File: config.mk
export PLATFORM = sky130hd
export DESIGN_NAME = alu_cmd_queue_flat
export DESIGN_NICKNAME = d
export VERILOG_FILES = /design/src/rtl/alu_cmd_queue_if.sv /design/src/rtl/alu_cmd_queue.sv /design/src/flat_wrapper.sv
export SDC_FILE = /design/constraint.sdc
export NUM_CORES = 1
export LEC_CHECK = 0
export ABC_CLOCK_PERIOD_IN_PS = 3000
export CAP_MARGIN = 20
export CORE_MARGIN = 5
export CORE_UTILIZATION = 35
export CTS_CLUSTER_SIZE = 8
export DETAILED_ROUTE_END_ITERATION = 16
export DONT_BUFFER_PORTS = 1
export PLACE_DENSITY = 0.47
export SYNTH_ARGS = -nofsm -noshare
export SYNTH_HDL_FRONTEND = slang
export SYNTH_SLANG_ARGS = --single-unit
File: constraint.sdc
create_clock -name clk -period 3 [get_ports clk]
set_clock_uncertainty 0.1 [all_clocks]
set_input_delay 0.15 -clock clk [delete_from_list [all_inputs] [get_ports clk]]
set_output_delay 0.15 -clock clk [all_outputs]
set_load 0.03 [all_outputs]
File: src/rtl/alu_cmd_queue_if.sv
// Command and result handshake bundle for alu_cmd_queue.
// slave: the queue side. master: the producer/consumer side.
interface alu_cmd_queue_if;
  logic        cmd_valid;
  logic        cmd_ready;
  logic [2:0]  cmd_op;
  logic [31:0] cmd_a;
  logic [31:0] cmd_b;
  logic        res_valid;
  logic        res_ready;
  logic [31:0] res_data;
  logic        res_err;

  modport slave (
    input  cmd_valid, cmd_op, cmd_a, cmd_b, res_ready,
    output cmd_ready, res_valid, res_data, res_err
  );

  modport master (
    output cmd_valid, cmd_op, cmd_a, cmd_b, res_ready,
    input  cmd_ready, res_valid, res_data, res_err
  );
endinterface

File: src/rtl/alu_cmd_queue.sv
// alu_cmd_queue: DEPTH-entry command FIFO feeding an external combinational
// ALU, with a single output result register and valid/ready on both sides.
// Optional macro ALU_CMD_QUEUE_OPCHK_EN: opcodes 110/111 pop normally but
// produce res_data=0, res_err=1. Without it res_err is tied to 0.
module alu_cmd_queue #(
  parameter int DEPTH = 4
) (
  input  logic                     clk,
  input  logic                     reset,
  alu_cmd_queue_if.slave           bus,
  output logic [31:0]              alu_a,
  output logic [31:0]              alu_b,
  output logic [2:0]               alu_op,
  input  logic [31:0]              alu_c,
  output logic [$clog2(DEPTH):0]   count
);
  localparam int AW = $clog2(DEPTH);
  localparam int CW = AW + 1;

  typedef struct packed {
    logic [2:0]  op;
    logic [31:0] a;
    logic [31:0] b;
  } cmd_t;

  cmd_t          mem_q [DEPTH];
  logic [AW-1:0] wr_ptr_q, rd_ptr_q;
  logic [CW-1:0] count_q, count_d;
  logic          res_valid_q, res_valid_d;
  logic [31:0]   res_data_q, res_data_d;
  logic          push, pop, not_empty;
  cmd_t          head;

  assign not_empty     = (count_q != '0);
  assign bus.cmd_ready = (count_q != CW'(DEPTH));
  assign push          = bus.cmd_valid && bus.cmd_ready;
  // The result register is the only sink; pop whenever it is free or draining.
  assign pop           = not_empty && (!res_valid_q || bus.res_ready);
  assign head          = mem_q[rd_ptr_q];

  // Head entry goes straight to the ALU; zeros while empty so no stale data leaks.
  assign alu_a  = not_empty ? head.a  : '0;
  assign alu_b  = not_empty ? head.b  : '0;
  assign alu_op = not_empty ? head.op : '0;

  assign count         = count_q;
  assign bus.res_valid = res_valid_q;
  assign bus.res_data  = res_data_q;

  // Storage array: no reset needed, occupancy/pointers define what is live.
  always_ff @(posedge clk) begin
    if (push) mem_q[wr_ptr_q] <= '{op: bus.cmd_op, a: bus.cmd_a, b: bus.cmd_b};
  end

  // Occupancy next-state; push+pop cancels out.
  always_comb begin
    count_d = count_q;
    case ({push, pop})
      2'b10:   count_d = count_q + CW'(1);
      2'b01:   count_d = count_q - CW'(1);
      default: count_d = count_q;
    endcase
  end

`ifdef ALU_CMD_QUEUE_OPCHK_EN
  logic res_err_q, res_err_d;
  assign bus.res_err = res_err_q;

  // Result register next-state with illegal-opcode screening.
  always_comb begin
    res_valid_d = res_valid_q;
    res_data_d  = res_data_q;
    res_err_d   = res_err_q;
    if (pop) begin
      res_valid_d = 1'b1;
      if (head.op[2:1] == 2'b11) begin
        res_data_d = '0;
        res_err_d  = 1'b1;
      end else begin
        res_data_d = alu_c;
        res_err_d  = 1'b0;
      end
    end else if (bus.res_ready) begin
      res_valid_d = 1'b0;
    end
  end

  // Error flag register.
  always_ff @(posedge clk) begin
    if (reset) res_err_q <= 1'b0;
    else       res_err_q <= res_err_d;
  end
`else
  assign bus.res_err = 1'b0;

  // Result register next-state: every opcode loads the ALU output.
  always_comb begin
    res_valid_d = res_valid_q;
    res_data_d  = res_data_q;
    if (pop) begin
      res_valid_d = 1'b1;
      res_data_d  = alu_c;
    end else if (bus.res_ready) begin
      res_valid_d = 1'b0;
    end
  end
`endif

  // Pointers, occupancy and result register; reset wins over push/pop.
  always_ff @(posedge clk) begin
    if (reset) begin
      wr_ptr_q    <= '0;
      rd_ptr_q    <= '0;
      count_q     <= '0;
      res_valid_q <= 1'b0;
      res_data_q  <= '0;
    end else begin
      if (push) wr_ptr_q <= wr_ptr_q + AW'(1);
      if (pop)  rd_ptr_q <= rd_ptr_q + AW'(1);
      count_q     <= count_d;
      res_valid_q <= res_valid_d;
      res_data_q  <= res_data_d;
    end
  end
endmodule

File: src/flat_wrapper.sv
// flat-port wrapper written by rule: the top's interface ports become plain ports
module alu_cmd_queue_flat 
#(
  parameter int DEPTH = 4
)
  (clk, reset, alu_a, alu_b, alu_op, alu_c, count, bus_cmd_valid, bus_cmd_op, bus_cmd_a, bus_cmd_b, bus_res_ready, bus_cmd_ready, bus_res_valid, bus_res_data, bus_res_err);
  alu_cmd_queue_if bus_i ();
  input  logic clk;
  input  logic reset;
  output logic [31:0] alu_a;
  output logic [31:0] alu_b;
  output logic [2:0] alu_op;
  input  logic [31:0] alu_c;
  output logic [$clog2(DEPTH):0] count;
  input wire logic [$bits(bus_i.cmd_valid)-1:0] bus_cmd_valid;
  input wire logic [$bits(bus_i.cmd_op)-1:0] bus_cmd_op;
  input wire logic [$bits(bus_i.cmd_a)-1:0] bus_cmd_a;
  input wire logic [$bits(bus_i.cmd_b)-1:0] bus_cmd_b;
  input wire logic [$bits(bus_i.res_ready)-1:0] bus_res_ready;
  output wire logic [$bits(bus_i.cmd_ready)-1:0] bus_cmd_ready;
  output wire logic [$bits(bus_i.res_valid)-1:0] bus_res_valid;
  output wire logic [$bits(bus_i.res_data)-1:0] bus_res_data;
  output wire logic [$bits(bus_i.res_err)-1:0] bus_res_err;
  assign bus_i.cmd_valid = bus_cmd_valid;
  assign bus_i.cmd_op = bus_cmd_op;
  assign bus_i.cmd_a = bus_cmd_a;
  assign bus_i.cmd_b = bus_cmd_b;
  assign bus_i.res_ready = bus_res_ready;
  assign bus_cmd_ready = bus_i.cmd_ready;
  assign bus_res_valid = bus_i.res_valid;
  assign bus_res_data = bus_i.res_data;
  assign bus_res_err = bus_i.res_err;
  alu_cmd_queue #(.DEPTH(DEPTH)) u_core (.clk(clk), .reset(reset), .bus(bus_i), .alu_a(alu_a), .alu_b(alu_b), .alu_op(alu_op), .alu_c(alu_c), .count(count));
endmodule
==> results of run 1 <==
[registers in the layout, summed over array words and instances (netlist names), named ones only]
signal,cells
u_core.mem_q,268
u_core.wr_ptr_q,2
u_core.rd_ptr_q,2
u_core.bus.res_data,32
u_core.bus.res_valid,1
u_core.count,3
[power breakdown]
group	internal (mW)	leakage, nW	switching, mW
registers	5.31	2.80	0.674
clock network	2.67	0.585	1.71
logic	1.70	1.39	2.99
total	9.68	4.78	5.37
[final timing paths]
kind,from,endpoint,slack [ps],cells past startpoint
max,register,alu_b[3],310,3
min,bus_res_ready,u_core.bus.res_valid,70,2
max reg2reg,u_core.count[2],u_core.count[2],540,8
min reg2reg,u_core.wr_ptr_q[1],u_core.wr_ptr_q[1],420,2
[synthesized netlist by cell type]
master      n  area share (%)
nor3b_1     1           0.063
o21ai_0     1           0.042
a21oi_1    35             1.5
mux4_2     67              13
nand3b_1   32             2.0
nor2_1      9            0.28
ha_1        5            0.52
mux2_1      4            0.38
o21ai_1    32             1.3
nor3_4      1            0.14
nand2_1     1           0.031
clkbuf_1   18            0.57
buf_2       8            0.34
a21boi_2    1           0.094
edfxtp_1  268              67
conb_1      1           0.031
or3_1       1           0.052
buf_4       4            0.25
buf_1       7            0.22
and2_1      4            0.21
buf_6       4            0.38
nor2b_1    70             3.7
fa_1        1            0.17
clkbuf_2    1           0.042
inv_1       6            0.19
nand2b_1    3            0.16
xor2_1      2            0.15
dfxtp_1    42             7.0
mux2i_1     1           0.084
[layer usage]
metal	wire (um)	global-route usage [%]
met3	1950	4.83
met4	567	4.09
met1	10900	17.4
met2	13300	23.3
met5	14	0
[worst max-delay path, cell delays in order, from the launching register on]
cell and delay (ps):
dfxtp_4 680, buf_4 390, mux4_2 560, nor2b_1 260
[per-stage QoR]
stage                     hold slack (ps)  utilization (%)  instance area [um2]
after global placement                126             37.3                12600
after global routing                 92.8             44.2                14900
final                                72.8             44.2                14900
after detailed placement              129             37.3                12600
after CTS                             168             44.2                14800
after floorplan                       149                -                11900
[cells by family after synthesis]
logic type | Yosys count | share of synthesized area [%]
simple gates | 122 | 6.62
flops | 310 | 74.5
xor+xnor | 2 | 0.147
fa+ha+maj | 6 | 0.692
compound gates | 69 | 2.95
other cells | 1 | 0.0314
buf+inv | 48 | 1.98
mux | 72 | 13.1
[what timing repair did]
item                                    in CTS  in global routing
gates resized for setup                      0                  0
hold buffers                               108                  0
endpoints found under the hold margin      310                  0
endpoints found under the setup margin       0                  0
[area by class of cell]
class                   instances  share of cell area, %
multi-input cells             272                   19.0
flip-flops and latches        310                   59.9
clock inverters                 3                  0.303
well taps                     448                   3.77
repair buffers                129                   9.13
clock buffers                  57                   7.80
inverters                       6                  0.152
==> summary.txt, run 1 <==
Floorplan
  • Die area: between 30,000 and 40,000 um2
  • Core Area: ~34,000 um2
  • Die height: about 190 um
  • Ports: about 210
  • Die W: between 150 and 200 um
  • Initial core utilization: between 30% and 40%
  • Rows: 67

Drt
  • Antenna Nets Post-Route: 0
  • Via count: 6,126
  • Routed wire length: 26,700 um
  • Remaining DRCs: 0
  • 1st-iter DRT viols: 297
  • Number of vias per cell: roughly 5
  • Avg WL per Cell: 21.8 um
  • DR pass1 iterations: 4

Final layout
  • ANT cells: 0
  • Final nets: 872
  • Non-Filler Instances: about 1,200
  • Fillers: between 2,000 and 3,000
  • Area occupied by multi-input gates: around 2800 um2
  • Reg area: 8900 um2
  • Area growth syn-to-layout: 24.5%
  • Share of layout cells above drive strength 1: between 10% and 20%
  • Most frequent cells in the layout: edfxtp_1, dlygate4sd3_1, nor2b_1
  • Commonest non-fill, non-tap cell in the layout: edfxtp_1

Place
  • IO buf count: 0
  • GP Congestion: between 0.7 and 0.8
  • Post-DP HPWL: about 15,000 um
  • Cells after DPL: approximately 1,100
  • Worst slack, placed: roughly 540 ps

GRT
  • Total track usage: about 14%
  • Global route overflow: 0
  • First-pass GRT wire length: approximately 40,000 um
  • Number of global-route vias before repair: 6,740
  • Largest net degree at the start of global routing: 134
  • Initial antenna violation count: 2

Power and ir drop
  • Total power: 15.1 mW
  • Pwr/cell area: 1010 nW/um2
  • Worst vdd ir: just under 0.9 mV
  • Pleak: approximately 4.8 nW

Status
  • Status: completed

Worst setup path
  • Max FO, Critical Path: 22
  • Critical Path End Type: output port
  • WS Path Type: register to output port
  • CP arrival: around 2400 ps
  • Crit start category: register
  • Worst Path Required: between 2000 and 3000 ps

STA
  • Setup TNS: 0 ps
  • Tmin final: between 2000 and 3000 ps
  • Fmax: about 0.37 GHz
  • Max-slew headroom: 51.2%
  • Max-slew violations: 0
  • Setup violators final: 0
  • Final WS setup: roughly 310 ps
  • Worst Tran Pin Value: 731 ps
  • Part of the cycle the worst path needs: between 80% and 90%
  • Final Hold Fails: 0
  • RSZ-0062 raised after global routing: false

Clock network
  • Post-CTS setup buffers: 0
  • Clk sinks: 310
  • TritonCTS clock tree: built
  • Worst-path clk slew: around 50 ps
  • Clk buf depth: 3
  • Inserted Clock Buffers: 44
  • Root buf cell: clkbuf_16
  • H-tree levels: 2
  • Clock latency on the worst-skew pair: approximately 540 ps

Min path
  • HP Class: input port to register

Logic synthesis
  • Synth Area per Inst: between 15 and 20 um2
  • Yosys reg bits: 310
  • Post-Syn Nets: ~740
  • Seq/Total Area, Yosys: 74.5%
  • Unique cell type count in the Yosys netlist: 29
  • Cell Area, Synth: 11,900 um2
  • Yosys warns: 0
  • Synth Instances: 630

Flow run
  • Max-Cap Viols: 0
No activity file was read; power rests on OpenSTA's default activity.
==> inputs of run 2 (changes only) <==
- REMOVE_ABC_BUFFERS: not set -> 1
==> run 2 against run 1 <==
  * Worst hold slack worse by 60 ps
  * Non-clock buffer count is 3 lower
  * Routed wire length is 2.8% lower
  * Sequential power hardly changed
  * Final cell count stayed put
  * Worst setup slack better by 22 ps
  * Sequential cell count stayed put
  * Critical path depth stayed put
  * Largest cell class unchanged
==> summary.txt, run 2 (synthesis results as in run 1) <==
Status
  • Status: completed (unchanged)

Clock network
  • Worst-path clk slew: 50 ps (about the same)
  • Clock latency on the worst-skew pair: 520 ps (was 540 ps)
  • Clk sinks: 310 (unchanged)
  • Clk buf depth: 3 (unchanged)
  • CTS resizes: 0 (unchanged)
  • Root buf cell: clkbuf_16 (unchanged)
  • Inserted Clock Buffers: 44 (unchanged)
  • TritonCTS clock tree: built (unchanged)
  • H-tree levels: 2 (unchanged)
  • CTS Hold Bufs: 105 (was 108)
  • Post-CTS setup buffers: 0 (unchanged)

Worst setup path
  • Worst Path Required: 2750 ps (about the same)
  • Critical path, cell by cell: buf_4 -> mux4_2 -> nor2b_1 (unchanged)
  • Max FO, Critical Path: 20 (was 22)
  • Critical Path Sink: alu_b[30] (was alu_b[3])
  • CP arrival: 2410 ps (was 2440 ps)
  • Crit start category: register (unchanged)
  • CP delay by family, top: flip-flops (unchanged)
  • Slowest CP cell: dfxtp_4 (unchanged)
  • CP max stage delay: 640 ps (was 680 ps)
  • WS Path Type: register to output port (unchanged)
  • WP buf/inv: 1 (unchanged)
  • Reg2reg end: u_core.count[2] (unchanged)
  • Reg2Reg Setup Slack: 560 ps (was 540 ps)
  • Startpoint of the lowest-slack register-to-register path: u_core.count[2] (unchanged)
  • Worst path depth: 3 (unchanged)
  • R2R cell count: 8 (unchanged)
  • Critical Path End Type: output port (unchanged)

STA
  • RSZ-0062 raised after global routing: false (unchanged)
  • Max-slew violations: 0 (unchanged)
  • Part of the cycle the worst path needs: 88.8% (was 89.5%)
  • Setup violators final: 0 (unchanged)
  • Max-slew headroom: 49.8% (was 51.2%)
  • Worst Tran Pin Value: 751 ps (was 731 ps)
  • Worst hold slack: 12.8 ps (was 72.8 ps)
  • Tmin final: 2660 ps (was 2690 ps)
  • Final Hold Fails: 0 (unchanged)
  • Final WS setup: 335 ps (was 314 ps)
  • Fmax: 0.375 GHz (was 0.372 GHz)

GRT
  • First-pass GRT wire length: 40,800 um (was 41,200 um)
  • Largest net degree at the start of global routing: 134 (unchanged)
  • Global route overflow: 0 (unchanged)
  • Total track usage: 13.6% (was 14.0%)
  • Initial antenna violation count: 1 (was 2)
  • Number of global-route vias before repair: 6,783 (was 6,740)

Floorplan
  • Die W: 195 um (unchanged)
  • Initial core utilization: 35.5% (unchanged)
  • Die area: 37,900 um2 (unchanged)
  • Core Area: 33,600 um2 (unchanged)
  • Die height: 195 um (unchanged)
  • Rows: 67 (unchanged)
  • Ports: 208 (unchanged)

Final layout
  • Non-Filler Instances: 1,225 (unchanged)
  • Biggest register: u_core.mem_q (unchanged)
  • Most frequent cells in the layout: edfxtp_1, dlygate4sd3_1, nor2b_1 (unchanged)
  • Commonest non-fill, non-tap cell in the layout: edfxtp_1 (unchanged)
  • Max FFs per register: 268 (unchanged)
  • Fillers: 2,901 (was 2,872)
  • Reg area: 8900 um2 (unchanged)
  • Share of layout cells above drive strength 1: 18.7% (was 18.8%)
  • Area growth syn-to-layout: 24.7% (was 24.5%)
  • Final nets: 869 (was 872)
  • Area occupied by multi-input gates: 2820 um2 (unchanged)

Min path
  • HP Class: input port to register (unchanged)

Drt
  • Antenna Nets Post-Route: 0 (unchanged)
  • Routed wire length: 26,000 um (was 26,700 um)
  • 1st-iter DRT viols: 252 (was 297)
  • Remaining DRCs: 0 (unchanged)
  • Avg WL per Cell: 21.2 um (was 21.8 um)
  • DR pass1 iterations: 4 (unchanged)
  • Via count: 6,045 (was 6,126)
  • Number of vias per cell: 4.93 (was 5.00)

Flow run
  • Max-Cap Viols: 0 (unchanged)

Place
  • GP Congestion: 0.798 (was 0.726)
  • Post-DP HPWL: 15,300 um (was 15,500 um)
  • IO buf count: 0 (unchanged)
  • Worst slack, placed: 546 ps (was 535 ps)
  • Cells after DPL: 1,056 (unchanged)

Power and ir drop
  • Pleak: 4.76 nW (was 4.78 nW)
  • Pwr/cell area: 1010 nW/um2 (about the same)
  • Worst vdd ir: 1.18 mV (was 0.875 mV)
run 2: changes by cell type in the layout (fill, tap and decap cells not counted):
cell | previous run | this run
clkinv_8 | 1 | 0
buf_12 | 9 | 11
inv_16 | 1 | 0
diode_2 | 0 | 2
clkinv_1 | 0 | 1
clkbuf_8 | 1 | 0
dlygate4sd3_1 | 107 | 104
clkbuf_1 | 12 | 13
buf_4 | 12 | 10
clkinv_16 | 0 | 2
run 2: worst min-delay path by stage:
stage,from,end,slack [ps],cells after the start
floorplan,reset,u_core.bus.res_data[0],120,1
global placement,reset,u_core.bus.res_valid,120,1
detailed placement,reset,u_core.bus.res_valid,130,1
CTS,bus_cmd_b[8],u_core.mem_q[1][8],180,1
global route,bus_res_ready,u_core.bus.res_data[10],40,3
finish,bus_res_ready,u_core.bus.res_data[22],10,3
run 2: power breakdown:
part	switching [mW]	total (mW)	leakage [nW]	internal (mW)
clock	1.68	4.34	0.587	2.66
combinational	2.98	4.70	1.37	1.72
sequential	0.664	5.98	2.80	5.32
total	5.32	15.0	4.76	9.69
run 2: metrics by stage:
stage	instance area, um2	power [mW]	TNS [ps]	utilization (%)
3_5_place_dp	12600	10.7	0	37.4
5_1_grt	14900	15.8	0	44.3
4_1_cts	14900	15.3	0	44.2
2_1_floorplan	11700	9.55	-121300	-
3_3_place_gp	12600	10.6	0	37.4
6_report	14900	15.0	0	44.3
run 2: worst register-to-register path, cell delays in order, from the launching register on:
cell     delay (ps)
dfxtp_1         670
nor3_4           80
nor2_1          240
ha_1            220
inv_1            60
fa_1            370
xor2_1          160
or3_1           300
a21oi_1         150
run 2: per-layer routing:
metal  vias to the layer above  wire (um)  track usage (%)
met1                      3061      10700             17.1
met5                         -          0                0
met4                         0        644             4.04
li1                       2723          -                -
met3                        56       2010             4.74
met2                       205      12700             22.5
run 2: final cells by class:
type | instances | area share (%)
Tap cell | 448 | 3.77
Sequential cell | 310 | 59.8
Antenna cell | 2 | 0.0336
Clock inverter | 4 | 0.488
Multi-Input combinational cell | 272 | 19.0
Timing Repair Buffer | 126 | 9.08
Clock buffer | 57 | 7.73
Inverter | 6 | 0.151
==> inputs of run 3 (changes only) <==
- ABC_AREA: not set -> 1
==> run 3 against run 2 <==
  * Via count is 36% higher
  * Register-to-register slack better by 30 ps
  * Sequential share of layout area is 4.0 points lower
  * Sequential cell count stayed put
  * Utilization is 0.40 points higher
  * Cell area is 7.0% higher
  * Critical path type unchanged
  * Critical endpoint is now alu_a[25]
  * Largest cell class unchanged
==> summary.txt, run 3 <==
Power and ir drop
  • Sw frac: 39.8% (was 35.5%)
  • Sw power: 6.64 mW (was 5.32 mW)
  • Clock share of power: 26.3% (was 28.9%)
  • Total power: 16.7 mW (was 15.0 mW)
  • Pleak: 6.04 nW (was 4.76 nW)
  • Pwr/cell area: 1050 nW/um2 (was 1010 nW/um2)
  • Int Pwr: 10.0 mW (was 9.69 mW)
  • Seq pwr share: 35.3% (was 39.8%)
  • Gate power share: 38.3% (was 31.3%)
  • Worst vdd ir: 0.842 mV (was 1.18 mV)

Min path
  • HP Class: input port to register (unchanged)
  • Hold_sp: bus_cmd_valid (was bus_res_ready)

Place
  • Post-DP HPWL: 16,400 um (was 15,300 um)
  • GP Congestion: 0.703 (was 0.798)
  • IO buf count: 0 (unchanged)
  • Area after DPL: 13,700 um2 (was 12,600 um2)

Final layout
  • Fillers: 3,325 (was 2,901)
  • Final nets: 1,386 (was 869)
  • Max FFs per register: 268 (unchanged)
  • Commonest non-fill, non-tap cell in the layout: nand2_1 (was edfxtp_1)
  • Area occupied by multi-input gates: 3280 um2 (was 2820 um2)
  • Most frequent cells in the layout: nand2_1, edfxtp_1, nor2_1 (was edfxtp_1, dlygate4sd3_1, nor2b_1)
  • Biggest register: u_core.mem_q (unchanged)
  • Reg area: 8890 um2 (was 8900 um2)
  • Share of layout cells above drive strength 1: 15.6% (was 18.7%)
  • Fin area: 15,900 um2 (was 14,900 um2)
  • Area growth syn-to-layout: 25.7% (was 24.7%)

Status
  • Status: completed (unchanged)

Logic synthesis
  • Post-synth EDFFs: 268 (unchanged)
  • Synth top cells by count: nand2_1, edfxtp_1, nor2_1 (was edfxtp_1, nor2b_1, mux4_2)
  • Top cells by area, synth: edfxtp_1, nand2_1, dfxtp_1 (was edfxtp_1, mux4_2, dfxtp_1)
  • Yosys reg bits: 310 (unchanged)
  • Unique cell type count in the Yosys netlist: 25 (was 29)
  • Largest area contributor in the netlist: edfxtp_1 (unchanged)
  • Yosys warns: 0 (unchanged)
  • Synth async-reset ratio: 0% (unchanged)
  • Seq/Total Area, Yosys: 70.1% (was 74.5%)
  • Cell Area, Synth: 12,700 um2 (was 11,900 um2)
  • Most instantiated library cell after synthesis: nand2_1 (was edfxtp_1)
  • Synth Flop Type: edfxtp_1 (unchanged)
  • Synth Area per Inst: 11.4 um2 (was 18.9 um2)
  • Synth top area share: 63.5% (was 67.4%)
  • Synth Instances: 1,107 (was 630)

Clock network
  • Root buf cell: clkbuf_16 (unchanged)
  • Clk buf depth: 3 (unchanged)
  • CTS Hold Bufs: 103 (was 105)
  • Clock latency on the worst-skew pair: 520 ps (about the same)
  • CTS resizes: 0 (unchanged)
  • Worst-path clk slew: 50 ps (about the same)
  • TritonCTS clock tree: built (unchanged)
  • Post-CTS setup buffers: 0 (unchanged)
  • Clk sinks: 310 (unchanged)
  • Inserted Clock Buffers: 44 (unchanged)
  • H-tree levels: 2 (unchanged)

STA
  • Setup violators final: 0 (unchanged)
  • RSZ-0062 raised after global routing: false (unchanged)
  • Worst Tran Pin Value: 676 ps (was 751 ps)
  • Max-slew headroom: 55.0% (was 49.8%)
  • Max-slew violations: 0 (unchanged)
  • Part of the cycle the worst path needs: 82.0% (was 88.8%)
  • Fmax: 0.406 GHz (was 0.375 GHz)
  • Final Hold Fails: 0 (unchanged)
  • Tmin final: 2460 ps (was 2660 ps)

Drt
  • Remaining DRCs: 0 (unchanged)
  • Avg WL per Cell: 16.8 um (was 21.2 um)
  • Number of vias per cell: 4.68 (was 4.93)
  • 1st-iter DRT viols: 355 (was 252)
  • Via count: 8,229 (was 6,045)
  • DR pass1 iterations: 4 (unchanged)
  • Routed wire length: 29,600 um (was 26,000 um)
  • Antenna Nets Post-Route: 0 (unchanged)

GRT
  • Largest net degree at the start of global routing: 135 (was 134)
  • First-pass GRT wire length: 47,100 um (was 40,800 um)
  • Initial antenna violation count: 3 (was 1)
  • Number of global-route vias before repair: 8,555 (was 6,783)
  • Total track usage: 14.4% (was 13.6%)
  • Global route overflow: 0 (unchanged)

Worst setup path
  • Top cell by count, worst path: nand2_1
  • Startpoint of the lowest-slack register-to-register path: u_core.count[2] (unchanged)
  • Crit start category: register (unchanged)
  • CP delay by family, top: buffers and inverters (was flip-flops)
  • Critical path, cell by cell: inv_6 -> buf_12 -> nand2_1 -> nand2_1 -> nand2_1 -> a21oi_1 -> buf_4 (was buf_4 -> mux4_2 -> nor2b_1)
  • Worst Path Required: 2750 ps (about the same)
  • WP buf/inv: 3 (was 1)
  • Max FO, Critical Path: 59 (was 20)
  • Slowest CP cell: inv_6 (was dfxtp_4)
  • CP max stage delay: 380 ps (was 640 ps)
  • WS Path Type: register to output port (unchanged)
  • Critical Path End Type: output port (unchanged)
  • CP arrival: 2210 ps (was 2410 ps)

Floorplan
  • Rows: 69 (was 67)
  • Core Area: 35,700 um2 (was 33,600 um2)
  • Die W: 200 um (was 195 um)
  • Initial core utilization: 35.5% (about the same)
  • Ports: 208 (unchanged)
  • Die height: 200 um (was 195 um)
  • Die area: 40,100 um2 (was 37,900 um2)

Flow run
  • Max-Cap Viols: 0 (unchanged)
[run 3: changes by cell type after synthesis, sizes merged, moves of 37 or more]
cell   before  now
a21oi      35  106
nor2b      70    0
mux4       67    0
nor2        9  176
nand2       1  311
o21ai      33   70
[run 3: worst register-to-register path, stage by stage (launching register included)]
cell and delay [ps]:
dfxtp_1 300, buf_4 170, nand3_1 100, buf_4 190, nand2_1 360, ha_1 270
inv_1 80, fa_1 380, inv_1 80, nand2_1 50, nand3_1 80, nand2_1 60
nand2_1 50, nor2_1 40
[run 3: final timing paths]
path                             end  slack, ps  cells after the start
setup reg to reg     u_core.count[2]        590                     13
hold / removal    u_core.wr_ptr_q[0]         40                      3
setup / recovery           alu_a[25]        540                      7
hold reg to reg             register        400                      2
[run 3: cells by family after synthesis]
| logic type | Yosys count | share of synthesized area (%) |
|---|---|---|
| and+or+nand+nor | 525 | 16.8 |
| DFF | 310 | 70.1 |
| AOI/OAI and AO/OA | 176 | 8.23 |
| buffers and inverters | 89 | 4.19 |
| adders and majority gates | 6 | 0.652 |
| other | 1 | 0.0296 |
[run 3: power groups by stage]
stage	sequential, mW	combinational [mW]	clock, mW
CTS	5.89	6.51	4.55
floorplan	6.11	3.93	0
detailed placement	5.97	6.35	0
global route	5.95	7.01	4.73
finish	5.89	6.39	4.39
global placement	5.97	6.31	0
[run 3: layout make-up]
cell class              count  share of cell area, %
flip-flops and latches    310                   55.8
multi-input cells         708                   20.6
repair buffers            193                   11.7
clock buffers              61                   7.51
well taps                 461                   3.62
inverters                  20                  0.526
clock inverters             2                  0.110
diodes                      2                 0.0314
[run 3: metrics by stage]
step | util, % | hold slack, ps | setup TNS (ps) | cells | setup WS, ps
2_1_floorplan | - | 119 | -506940 | 1038 | -1610
3_3_place_gp | 38.4 | 125 | 0 | 1589 | 641
3_5_place_dp | 38.4 | 123 | 0 | 1589 | 604
4_1_cts | 44.7 | 7.68 | 0 | 1755 | 480
5_1_grt | 44.7 | 56.0 | 0 | 1757 | 369
6_report | 44.7 | 40.9 | 0 | 1757 | 540
[run 3: metal layers]
layer  track usage, %  vias to the layer above  part of all wire [%]
li1                 -                     4094                     -
met1             18.2                     3872                    44
met2             24.1                      214                    47
met3             4.54                       47                   6.9
met4             3.83                        2                   1.8
met5                0                        -                 0.024
